==> config.mk <==
export PLATFORM = sky130hd
export DESIGN_NAME = cla_serial_adder_flat
export DESIGN_NICKNAME = d
export VERILOG_FILES = /design/src/rtl/cla_serial_pkg.sv /design/src/rtl/cla_serial_adder_if.sv /design/src/rtl/cla4_slice.sv /design/src/rtl/cla_serial_adder.sv /design/src/flat_wrapper.sv
export SDC_FILE = /design/constraint.sdc
export NUM_CORES = 1
export LEC_CHECK = 0
export BUFFER_PORTS_ARGS = -buffer_cell sky130_fd_sc_hd__buf_2
export CORE_ASPECT_RATIO = 2
export CORE_MARGIN = 4
export CORE_UTILIZATION = 50
export CTS_CLUSTER_DIAMETER = 200
export DETAILED_ROUTE_END_ITERATION = 7
export PLACE_DENSITY_LB_ADDON = 0.3
export SETUP_SLACK_MARGIN = 0.02
export SLEW_MARGIN = 10
export SYNTH_ARGS = -nofsm -noshare
export SYNTH_HDL_FRONTEND = slang
export SYNTH_HIERARCHICAL = 1
export SYNTH_SLANG_ARGS = --single-unit
==> constraint.sdc <==
create_clock -name clk -period 1.9 [get_ports clk]
set_input_delay 0.19 -clock clk [delete_from_list [all_inputs] [get_ports clk]]
set_output_delay 0.19 -clock clk [all_outputs]
set_load 0.01 [all_outputs]
==> src/rtl/cla_serial_pkg.sv <==
// cla_serial_pkg: shared constants and types for the nibble-serial CLA adder.
// Optional overflow output is enabled with `define CLA_SERIAL_OVF_EN.
package cla_serial_pkg;

    localparam int NIB_BITS = 4;

    typedef enum logic [1:0] {
        IDLE,
        RUN,
        DONE
    } state_t;

    function automatic int cnt_width(input int nib);
        return (nib > 1) ? $clog2(nib) : 1;
    endfunction

endpackage

==> src/rtl/cla_serial_adder_if.sv <==
// cla_serial_adder_if: operand/result valid-ready bundle for the serial adder.
// Carries ovf only when CLA_SERIAL_OVF_EN is defined.
interface cla_serial_adder_if #(
    parameter int WIDTH = 16
);

    logic             in_valid;
    logic             in_ready;
    logic [WIDTH-1:0] a;
    logic [WIDTH-1:0] b;
    logic             cin;
    logic             out_valid;
    logic             out_ready;
    logic [WIDTH-1:0] sum;
    logic             cout;
`ifdef CLA_SERIAL_OVF_EN
    logic             ovf;

    modport master (
        output in_valid, a, b, cin, out_ready,
        input  in_ready, out_valid, sum, cout, ovf
    );

    modport slave (
        input  in_valid, a, b, cin, out_ready,
        output in_ready, out_valid, sum, cout, ovf
    );
`else
    modport master (
        output in_valid, a, b, cin, out_ready,
        input  in_ready, out_valid, sum, cout
    );

    modport slave (
        input  in_valid, a, b, cin, out_ready,
        output in_ready, out_valid, sum, cout
    );
`endif

endinterface

==> src/rtl/cla4_slice.sv <==
// cla4_slice: combinational 4-bit carry-lookahead nibble adder.
// c3 is the carry into bit 3, used for signed overflow detection.
module cla4_slice (
    input  logic [3:0] a,
    input  logic [3:0] b,
    input  logic       cin,
    output logic [3:0] sum,
    output logic       cout,
    output logic       c3
);

    logic [3:0] g;
    logic [3:0] p;
    logic [4:0] c;

    assign g = a & b;
    assign p = a ^ b;

    assign c[0] = cin;
    assign c[1] = g[0] | (p[0] & cin);
    assign c[2] = g[1] | (p[1] & g[0]) | (p[1] & p[0] & cin);
    assign c[3] = g[2] | (p[2] & g[1]) | (p[2] & p[1] & g[0])
                | (p[2] & p[1] & p[0] & cin);
    assign c[4] = g[3] | (p[3] & g[2]) | (p[3] & p[2] & g[1])
                | (p[3] & p[2] & p[1] & g[0])
                | (p[3] & p[2] & p[1] & p[0] & cin);

    assign sum  = p ^ c[3:0];
    assign cout = c[4];
    assign c3   = c[3];

endmodule

==> src/rtl/cla_serial_adder.sv <==
// cla_serial_adder: WIDTH-bit adder built from one CLA nibble slice, LSB first.
// Define CLA_SERIAL_OVF_EN to add the registered two's-complement ovf output.
module cla_serial_adder
    import cla_serial_pkg::*;
#(
    parameter int WIDTH = 16
) (
    input  logic               clk,
    input  logic               rst_n,
    cla_serial_adder_if.slave  bus,
    output logic               busy
);

    localparam int NIB = WIDTH / NIB_BITS;
    localparam int CW  = cnt_width(NIB);

    if ((WIDTH < NIB_BITS) || ((WIDTH % NIB_BITS) != 0)) begin : g_bad_width
        $error("cla_serial_adder: WIDTH must be a multiple of 4 and >= 4");
    end

    state_t           state;
    state_t           state_nx;
    logic [WIDTH-1:0] a_sh;
    logic [WIDTH-1:0] b_sh;
    logic [WIDTH-1:0] sum_q;
    logic             carry;
    logic             cout_q;
    logic             vld_q;
    logic [CW-1:0]    cnt;
    logic             last;

    logic [3:0]       s_nib;
    logic             c_nib;
    logic             c3;

    logic [WIDTH+NIB_BITS-1:0] sum_cat;
    logic [WIDTH-1:0]          sum_nx;

    cla4_slice u_slice (
        .a    (a_sh[NIB_BITS-1:0]),
        .b    (b_sh[NIB_BITS-1:0]),
        .cin  (carry),
        .sum  (s_nib),
        .cout (c_nib),
        .c3   (c3)
    );

    // New nibble enters at the top; after NIB shifts it lands LSB-aligned.
    assign sum_cat = {s_nib, sum_q};
    assign sum_nx  = sum_cat[WIDTH+NIB_BITS-1:NIB_BITS];
    assign last    = (cnt == CW'(NIB - 1));

    always_comb begin
        state_nx     = state;
        bus.in_ready = 1'b0;
        busy         = 1'b1;
        unique case (state)
            IDLE: begin
                bus.in_ready = 1'b1;
                busy         = 1'b0;
                if (bus.in_valid) state_nx = RUN;
            end
            RUN: begin
                if (last) state_nx = DONE;
            end
            DONE: begin
                if (bus.out_ready) state_nx = IDLE;
            end
            default: state_nx = IDLE;
        endcase
    end

    always_ff @(posedge clk or negedge rst_n) begin
        if (!rst_n) begin
            state <= IDLE;
        end else begin
            state <= state_nx;
        end
    end

    always_ff @(posedge clk or negedge rst_n) begin
        if (!rst_n) begin
            a_sh   <= '0;
            b_sh   <= '0;
            sum_q  <= '0;
            carry  <= 1'b0;
            cout_q <= 1'b0;
            vld_q  <= 1'b0;
            cnt    <= '0;
        end else begin
            unique case (state)
                IDLE: begin
                    if (bus.in_valid) begin
                        a_sh  <= bus.a;
                        b_sh  <= bus.b;
                        carry <= bus.cin;
                        cnt   <= '0;
                    end
                end
                RUN: begin
                    a_sh  <= a_sh >> NIB_BITS;
                    b_sh  <= b_sh >> NIB_BITS;
                    sum_q <= sum_nx;
                    carry <= c_nib;
                    cnt   <= cnt + 1'b1;
                    if (last) begin
                        vld_q  <= 1'b1;
                        cout_q <= c_nib;
                    end
                end
                DONE: begin
                    if (bus.out_ready) vld_q <= 1'b0;
                end
                default: vld_q <= 1'b0;
            endcase
        end
    end

`ifdef CLA_SERIAL_OVF_EN
    logic ovf_q;

    always_ff @(posedge clk or negedge rst_n) begin
        if (!rst_n) begin
            ovf_q <= 1'b0;
        end else if ((state == RUN) && last) begin
            ovf_q <= c3 ^ c_nib;
        end
    end

    assign bus.ovf = ovf_q;
`else
    logic unused_c3;
    assign unused_c3 = c3;
`endif

    assign bus.out_valid = vld_q;
    assign bus.sum       = sum_q;
    assign bus.cout      = cout_q;

endmodule
==> src/flat_wrapper.sv <==
// flat-port wrapper written by rule: the top's interface ports become plain ports
module cla_serial_adder_flat import cla_serial_pkg::*;
#(
    parameter int WIDTH = 16
)
  (clk, rst_n, busy, bus_in_valid, bus_a, bus_b, bus_cin, bus_out_ready, bus_in_ready, bus_out_valid, bus_sum, bus_cout);
  cla_serial_adder_if #(.WIDTH(WIDTH)) bus_i ();
  input  logic clk;
  input  logic rst_n;
  output logic busy;
  input wire logic [$bits(bus_i.in_valid)-1:0] bus_in_valid;
  input wire logic [$bits(bus_i.a)-1:0] bus_a;
  input wire logic [$bits(bus_i.b)-1:0] bus_b;
  input wire logic [$bits(bus_i.cin)-1:0] bus_cin;
  input wire logic [$bits(bus_i.out_ready)-1:0] bus_out_ready;
  output wire logic [$bits(bus_i.in_ready)-1:0] bus_in_ready;
  output wire logic [$bits(bus_i.out_valid)-1:0] bus_out_valid;
  output wire logic [$bits(bus_i.sum)-1:0] bus_sum;
  output wire logic [$bits(bus_i.cout)-1:0] bus_cout;
  assign bus_i.in_valid = bus_in_valid;
  assign bus_i.a = bus_a;
  assign bus_i.b = bus_b;
  assign bus_i.cin = bus_cin;
  assign bus_i.out_ready = bus_out_ready;
  assign bus_in_ready = bus_i.in_ready;
  assign bus_out_valid = bus_i.out_valid;
  assign bus_sum = bus_i.sum;
  assign bus_cout = bus_i.cout;
  cla_serial_adder #(.WIDTH(WIDTH)) u_core (.clk(clk), .rst_n(rst_n), .bus(bus_i), .busy(busy));
endmodule
# Yosys cells after proc, flatten, opt, wreduce, memory -nomap -nowiden
# Cells that the tools add are included.
[word_totals]
regBits = 55
input_bits = 37
out_inout_bits = 20
word_cells = 68
[classes]
addsub = 1
eq_ne = 6
muxes = 17
bitwise = 30
reduce_logical = 6
[ops]
columns = ["cell", "n"]
rows = [
  ["case mux 16 bit (2 select lines)", 2],
  ["2-to-1 mux 16 bit", 2],
  ["bitwise AND 1 bit", 16],
  ["OR 1 bit", 10],
  ["2-to-1 mux 2 bit", 4],
  ["bitwise XOR 4 bit", 2],
  ["case mux 2 bit (3 select lines)", 1],
  ["AND reduction 3 bit", 2],
  ["2-to-1 mux 1 bit", 5],
  ["bitwise AND 4 bit", 1],
  ["equality test 2 bit (second input constant)", 2],
  ["!= test 2 bit (second input constant)", 2],
  ["case mux 2 bit (2 select lines)", 1],
  ["AND reduction 2 bit", 2],
  ["case mux 1 bit (3 select lines)", 1],
  ["adder 2 x 1 -> 2 bit (second input constant)", 1],
  ["equality test 2 x 1 -> 1 bit (second input constant)", 1],
  ["zero test 2 bit", 1],
  ["!= test 2 x 1 -> 1 bit (second input constant)", 1],
  ["case mux 1 bit (2 select lines)", 1],
  ["nonzero test 2 bit", 1],
  ["NOT 1 bit", 1],
]

# Logic depth before layout (Yosys ltp)
# Gate-level depths: netlist (run 1).
[depth]
ltp_word = 7
ltp_mapped = 5
depth_no_buf = 5

# Cells and area by module
# Netlist (run 1), hierarchy kept.
[by_module_without_submodules]
columns = ["mod", "instances", "cells_each", "area_each_um2", "seq_area_each_um2"]
rows = [
  ["cla_serial_adder", 1, 222, 2620.0, 1376.3],
  ["cla4_slice", 1, 18, 155.1, 0.0],
]

# Worst setup path before layout (run 1)
# Ideal clock, no wire load.
[synth_path]
path_kind = "register to register"
from = "register u_core.a_sh[0]"
to = "register u_core.carry"
setup_time_ns = 0.123
arrival_ns = 1.482
t_required_ns = 1.777
path_slack_ns = 0.295
stages_incl_launch_ff = 6
path_buffers = 0
period_less_slack_ns = 1.605
cell_sequence = "dfrtp_1 ha_1 a211oi_2 o21bai_2 a21o_1 o221a_2"
[synth_via]
elab_chain_len = 5
word_cells_on_any_way = 8
cone_classes = "mux (1); bitwise (7)"
[synth_lines]
columns = ["item", "line", "source"]
rows = [
  ["start, declared", "cla_serial_adder.sv:23", "logic [WIDTH-1:0] a_sh;"],
  ["start signal, assigned", "cla_serial_adder.sv:94", "a_sh <= bus.a;"],
  ["start signal, assigned", "cla_serial_adder.sv:101", "a_sh <= a_sh >> NIB_BITS;"],
  ["bitwise AND 4 bit or bitwise XOR 4 bit (tied branches)", "cla4_slice.sv:16, cla4_slice.sv:17", ""],
  ["bitwise AND 1 bit (on tied branches)", "cla4_slice.sv:25, cla4_slice.sv:26", ""],
  ["OR 1 bit or bitwise AND 1 bit (tied branches)", "cla4_slice.sv:25, cla4_slice.sv:26", ""],
  ["OR 1 bit (*)", "cla4_slice.sv:26", "| (p[3] & p[2] & p[1] & p[0] & cin);"],
  ["via u_core.c_nib", "cla_serial_adder.sv:33", "logic c_nib;"],
  ["case mux 1 bit (2 select lines) (*)", "cla_serial_adder.sv:91", "unique case (state)"],
  ["end signal, assigned", "cla_serial_adder.sv:96", "carry <= bus.cin;"],
  ["end signal, assigned", "cla_serial_adder.sv:104", "carry <= c_nib;"],
  ["end, declared", "cla_serial_adder.sv:26", "logic carry;"],
]
# Mark *: on every way through the listed nets, which the timed path passes. The rest lies on a longest branch.
# A chain may end at the register's enable or synchronous reset.

# Worst setup path after layout (run 1)
[layout_path]
from = "register u_core.state[1]"
to = "output busy"
[layout_via]
elab_chain_len = 2
[layout_lines]
columns = ["item", "line", "source"]
rows = [
  ["start, declared", "cla_serial_adder.sv:21", "state_t state;"],
  ["start signal, assigned", "cla_serial_adder.sv:77", "state <= state_nx;"],
  ["zero test 2 bit", "cla_serial_adder.sv:57", "unique case (state)"],
  ["2-to-1 mux 1 bit", "cla_serial_adder.sv:57", ""],
  ["end, declared", "flat_wrapper.sv:10", "output logic busy;"],
]
# Every way passes these cells.

==> flow_summary.json, run 1 <==
{
  "routedWlPerCell_um": 15.50,
  "worst-setup-path-type": "reg2out",
  "worst_ep_required_time_ns": 1.71,
  "critPathCapture": "busy",
  "clockBufferDepth": 2,
  "antenna_cells": 0,
  "yosys_warnings": 6,
  "die_area_mm2": 0.006879,
  "final_nets": 339,
  "syn_nets": 283,
  "synth_xor_area_share_pct": 0.9468,
  "leakage_uw": 0.001514,
  "placed_area_mm2": 0.003099,
  "grt_max_degree": 36,
  "viasPerCell": 5.581,
  "numCtsBuffers": 5,
  "ys.flop_type": "dfrtp_1",
  "hpwlAfterDp_um": 3994,
  "cp-end-kind": "output pin",
  "syn_area_per_cell_um2": 11.56,
  "core_mm2": 0.005420,
  "grt-ovfl-total": 0,
  "io_buffers": 56,
  "drt-pass1-iter-count": 4,
  "cts-root-buf": "clkbuf_8",
  "synth_most_common_cell": "dfrtp_1",
  "rows": 38,
  "synth_top_family_by_area": "simple AND/OR/NAND/NOR gates",
  "syn_inst": 240,
  "min_path_type": "in2reg",
  "setup-violations-final": 0,
  "start_util_pct": 51.20,
  "hold_viol": 0,
  "min_from": "bus_b[13]",
  "cts_tree": "built",
  "drc": 0,
  "ys_seq_area_share_pct": 49.59,
  "clk_latency_ns": 0.30,
  "setup-tns-final_ns": 0,
  "htree_levels": 2,
  "fmax_mhz": 572.5,
  "period_needed_ns": 1.747,
  "outcome": "complete, no violations",
  "grt_pass1_vias": 2031,
  "r2r-start": "u_core/a_sh[0]",
  "synth_top_area_share_pct": 49.59,
  "ant_nets": 0,
  "clock-skew-final_ns": 0.005662,
  "cp.arrival_ns": 1.56,
  "drive_gt1_share_pct": 33.11,
  "synthMuxAreaShare_pct": 8.341,
  "design_area_mm2": 0.003212,
  "synth_common_cells": "55 x dfrtp_1, 33 x inv_1, 18 x nor3b_1",
  "gp_congestion": 0.7604,
  "r2r_slack_ns": 0.19,
  "netlist_area_mm2": 0.002775,
  "synth_top_area_cell": "dfrtp_1",
  "ys_async_sr_fraction_pct": 100.0,
  "ir_drop_mv": 1.058,
  "crit_start": "u_core/state[1]",
  "worst_r2r_path_depth": 5,
  "path_max_fanout": 10,
  "die_w_um": 60.68,
  "clk_pin_slew_worst_paths_ns": 0.09,
  "utilization_pct": 59.26,
  "num_io_pins": 57,
  "cts_sinks": 55,
  "synth.area.top_cells": "dfrtp_1 50%, nor4b_1 5.4%, nor3b_1 4.9%",
  "syn_to_final_growth_pct": 15.73,
  "grt_antenna_before_repair": 0,
  "startpoint_type": "register",
  "ys_ff_latch": 55,
  "grt_pass1_wl_um": 9177,
  "yosysUniqueCellTypes": 37,
  "drt_iter0_markers": 65,
  "die_y_um": 113.4,
  "relSlewSlack_pct": 62.38,
  "hold_slack_ns": 0.1007,
  "synth-edff-count": 0,
  "synth-compound-area-share_pct": 13.35,
  "synthAdderAreaFrac_pct": 2.976,
  "synthSimpleGateAreaFrac_pct": 15.83,
  "track_usage_pct": 17.39,
  "vias": 1987,
  "routed_wl_um": 5517,
  "rsz0062_at_grt": "no",
  "maxCapViolations": 0,
  "slew_violations": 0,
  "finalCritPeriodShare_pct": 91.93,
  "r2r_end": "u_core/carry",
  "post_cts_buffers": 0,
  "tightest_slew_ns": 0.5642,
  "cts_resized": 0,
  "p_per_area_mw_per_mm2": 1785
}
## flip-flops by register name, indices dropped and copies added, names as in the netlist
signal	count
u_core/bus.sum	16
u_core/cnt	2
u_core/carry	1
u_core/b_sh	16
u_core/a_sh	16
u_core/state	2
u_core/bus.cout	1
u_core/bus.out_valid	1
## worst min path at each step
| stage | to | slack (ns) | depth (start not counted) |
|---|---|---|---|
| 2_1_floorplan | u_core/a_sh[0] | -0.11 | 0 |
| 3_3_place_gp | u_core/bus.sum[5] | 0.22 | 1 |
| 3_5_place_dp | u_core/bus.sum[9] | 0.22 | 1 |
| 4_1_cts | u_core/b_sh[12] | 0.09 | 2 |
| 5_1_grt | u_core/b_sh[13] | 0.09 | 2 |
| 6_report | u_core/b_sh[13] | 0.10 | 2 |
## repair_timing
item,4_1_cts,5_1_grt
endpoints found under the hold margin,24,0
hold buffers,1,0
setup endpoints to repair,0,0
## cell usage in the layout (no fill, tap or decap), drive strengths merged
| cell | n |
|---|---|
| a21o | 1 |
| mux2 | 17 |
| o221ai | 4 |
| a22o | 5 |
| xor2 | 2 |
| nor2b | 8 |
| nor3b | 18 |
| nand2 | 4 |
| a211oi | 18 |
| clkbuf | 6 |
| dfrtp | 55 |
| a21oi | 2 |
| a222oi | 7 |
| or2 | 1 |
| buf | 68 |
| o21ba | 1 |
| dlygate4sd3 | 1 |
| bufinv | 1 |
| o21bai | 2 |
| xnor2 | 1 |
| nand3b | 5 |
| o21ai | 1 |
| inv | 33 |
| mux2i | 1 |
| o221a | 1 |
| fa | 1 |
| a32o | 1 |
| o2bb2ai | 1 |
| ha | 5 |
| nand2b | 3 |
| nor4b | 17 |
| or4b | 1 |
| nor2 | 4 |
## worst max-delay path: stages, from the launching register on
cell	delay [ns]
dfrtp_1	0.48
buf_4	0.20
nor2_2	0.36
inv_1	0.07
buf_2	0.15
## power breakdown
group	internal (uW)	total, uW	leakage (uW)	switching [uW]
logic	1480	2860	0.000813	1380
clock network	386	723	0.0000513	337
registers	1760	2150	0.000649	386
total	3630	5730	0.00151	2110
## final cells by class
class	instances	area [um2]
clock inverters	1	30.03
fillers	487	2208
clock buffers	6	72.57
well taps	60	75.07
flip-flops and latches	55	1376
inverters	33	123.9
multi-input cells	132	1154
repair buffers	69	380.4
## layer usage
| metal | global-route usage [%] | share of wire (%) | routed length, um | vias up |
|---|---|---|---|---|
| li1 | - | - | - | 971 |
| met1 | 21.51 | 41 | 2249 | 972 |
| met2 | 29.95 | 54 | 2978 | 40 |
| met3 | 2.968 | 4.2 | 229 | 4 |
| met4 | 5.210 | 1.1 | 59 | 0 |
| met5 | 0 | 0 | 0 | - |
## cells by family after synthesis
logic type / Yosys count
AOI/OAI and AO/OA: 44
xor gates and xnor gates: 3
adders and majority gates: 6
buffers and inverters: 53
DFF: 55
muxes: 18
and+or+nand+nor: 61
## through the flow
step | total power, uW | cells | setup slack [ns]
2_1_floorplan | 4355 | 240 | 0.2951
3_3_place_gp | 4972 | 348 | 0.2272
3_5_place_dp | 5066 | 348 | 0.1867
4_1_cts | 5824 | 356 | 0.1198
5_1_grt | 6215 | 356 | 0.03502
6_report | 5734 | 356 | 0.1534
(Power assumes the default switching activity.)
==> run 2, diff against run 1 <==
CORE_UTILIZATION = 54   (was 50)
==> run 2 against run 1 <==
Sequential cell count is the same. Combinational power is essentially flat. Largest cell class unchanged. Wire length shrank 2.3%. Non-clock buffer count decreased by 5. Register-to-register slack gained 0.03 ns. Maximum frequency is 1.8% higher. Utilization rose by 6.4 points.
==> flow_summary.json, run 2 (synthesized netlist as in run 1, its figures left out) <==
{
  "path_max_fanout": 37,
  "hpwlAfterDp_um": 3747,
  "wl_met1_um": 2192,
  "htree_levels": 2,
  "die_w_um": 58.69,
  "routedWlPerCell_um": 15.44,
  "die_y_um": 109.4,
  "setup-violations-final": 0,
  "min_to": "u_core/b_sh[14]",
  "fmax_mhz": 582.7,
  "core_mm2": 0.004910,
  "drt-pass1-iter-count": 4,
  "startpoint_type": "register",
  "worstPathCellList": "buf_4 -> nor2_2 -> inv_1 -> buf_2",
  "clock-skew-final_ns": 0.007568,
  "worst-setup-path-type": "reg2out",
  "final_cell_mix": "56 x buf_2, 55 x dfrtp_1, 33 x inv_1, 18 x nor3b_1",
  "clockBufferDepth": 2,
  "num_io_pins": 57,
  "post_cts_buffers": 0,
  "p_per_area_mw_per_mm2": 1798,
  "setup-tns-final_ns": 0,
  "grt_antenna_before_repair": 0,
  "die_area_mm2": 0.006420,
  "drt_iter0_markers": 48,
  "leakage_uw": 0.001510,
  "start_util_pct": 56.52,
  "gp_congestion": 0.7405,
  "drive_gt1_share_pct": 32.53,
  "cp-end-kind": "output pin",
  "ant_nets": 0,
  "r2r-start": "u_core/state[0]",
  "drc": 0,
  "stdcell_count": 349,
  "clk_pin_slew_worst_paths_ns": 0.10,
  "hold_viol": 0,
  "cts_tree": "built",
  "io_buffers": 56,
  "slowest_delay_ns": 0.41,
  "antenna_cells": 0,
  "tightest_slew_ns": 1.128,
  "r2r_end": "u_core/a_sh[10]",
  "final_common_cell": "buf_2",
  "grt-ovfl-total": 0,
  "top_layer_used": "met4",
  "vias": 1988,
  "final_nets": 334,
  "r2r_slack_ns": 0.22,
  "track_usage_pct": 18.80,
  "slew_violations": 0,
  "grt_pass1_wl_um": 9225,
  "worstPathBufferInverterCount": 3,
  "finalCritPeriodShare_pct": 90.32,
  "grt_pass1_vias": 2008,
  "period_needed_ns": 1.716,
  "slowest_stage": "dfrtp_1",
  "viasPerCell": 5.696,
  "maxCapViolations": 0,
  "cts_sinks": 55,
  "numCtsBuffers": 5,
  "hold_path_depth": 2,
  "rows": 36,
  "min_from": "bus_b[14]",
  "rsz0062_at_grt": "no",
  "placed_cells": 340,
  "relSlewSlack_pct": 24.77,
  "syn_to_final_growth_pct": 16.14,
  "routed_wl_um": 5388,
  "clk_latency_ns": 0.31,
  "min_path_type": "in2reg",
  "worst_ep_required_time_ns": 1.71,
  "ir_drop_mv": 1.335,
  "grt_max_degree": 56,
  "wl_met3_um": 282,
  "worst_r2r_path_depth": 2,
  "cts-root-buf": "clkbuf_8",
  "cp_top_family": "buffers and inverters",
  "cp.arrival_ns": 1.53,
  "outcome": "complete, no violations",
  "wl_met2_um": 2815
}
run 2: metrics by stage:
stage	instance area, um2	power, uW	hold slack, ns	worst slack, ns	util (%)
after floorplan	2775	4355	-0.1056	0.2951	-
after global placement	3095	4923	0.2103	0.2292	63.05
after detailed placement	3095	5054	0.2092	0.1929	63.05
after CTS	3223	5868	0.08931	0.1841	65.65
after global routing	3223	6309	0.09913	0.05366	65.65
final	3223	5795	0.09829	0.1840	65.65
run 2: worst max path at each step:
stage / start / endpoint / slack, ns / cells after the start
floorplan: u_core/a_sh[0] / u_core/carry / 0.30 / 5
global placement: u_core/state[0] / u_core/a_sh[9] / 0.23 / 2
detailed placement: u_core/state[0] / u_core/a_sh[9] / 0.19 / 2
CTS: u_core/state[0] / u_core/a_sh[9] / 0.18 / 2
global route: u_core/state[0] / u_core/a_sh[10] / 0.05 / 2
finish: u_core/state[0] / busy / 0.18 / 4
run 2: routing by layer:
metal / vias up / global-route usage, %
li1: 961 / -
met1: 977 / 22.93
met2: 43 / 31.76
met3: 7 / 3.878
met4: 0 / 7.780
met5: - / 0
run 2: cell type report:
cell class | count | area (um2)
clock buffer | 6 | 82.58
clock inverter | 2 | 35.03
fill | 412 | 1687
inverter | 33 | 123.9
multi-input combinational | 132 | 1154
sequential | 55 | 1376
tap | 57 | 71.32
timing repair buffer | 64 | 380.4
run 2: worst register-to-register path, delay by kind of cell, from the launching register on:
| family | cells | cell delay [ns] |
|---|---|---|
| AO/OA/AOI/OAI | 2 | 1.09 |
| flip-flops | 1 | 0.41 |
run 2: timing repair:
action / 4_1_cts / 5_1_grt
hold buffers: 1 / 0
resized for setup: 0 / 0
hold endpoints to repair: 55 / 0
run 2: where the power goes:
group	switching, uW	total, uW	leakage, uW	internal, uW
Clock	373	800	0.0000612	427
Combinational	1410	2890	0.000800	1480
Sequential	341	2110	0.000649	1760
Total	2120	5790	0.00151	3670
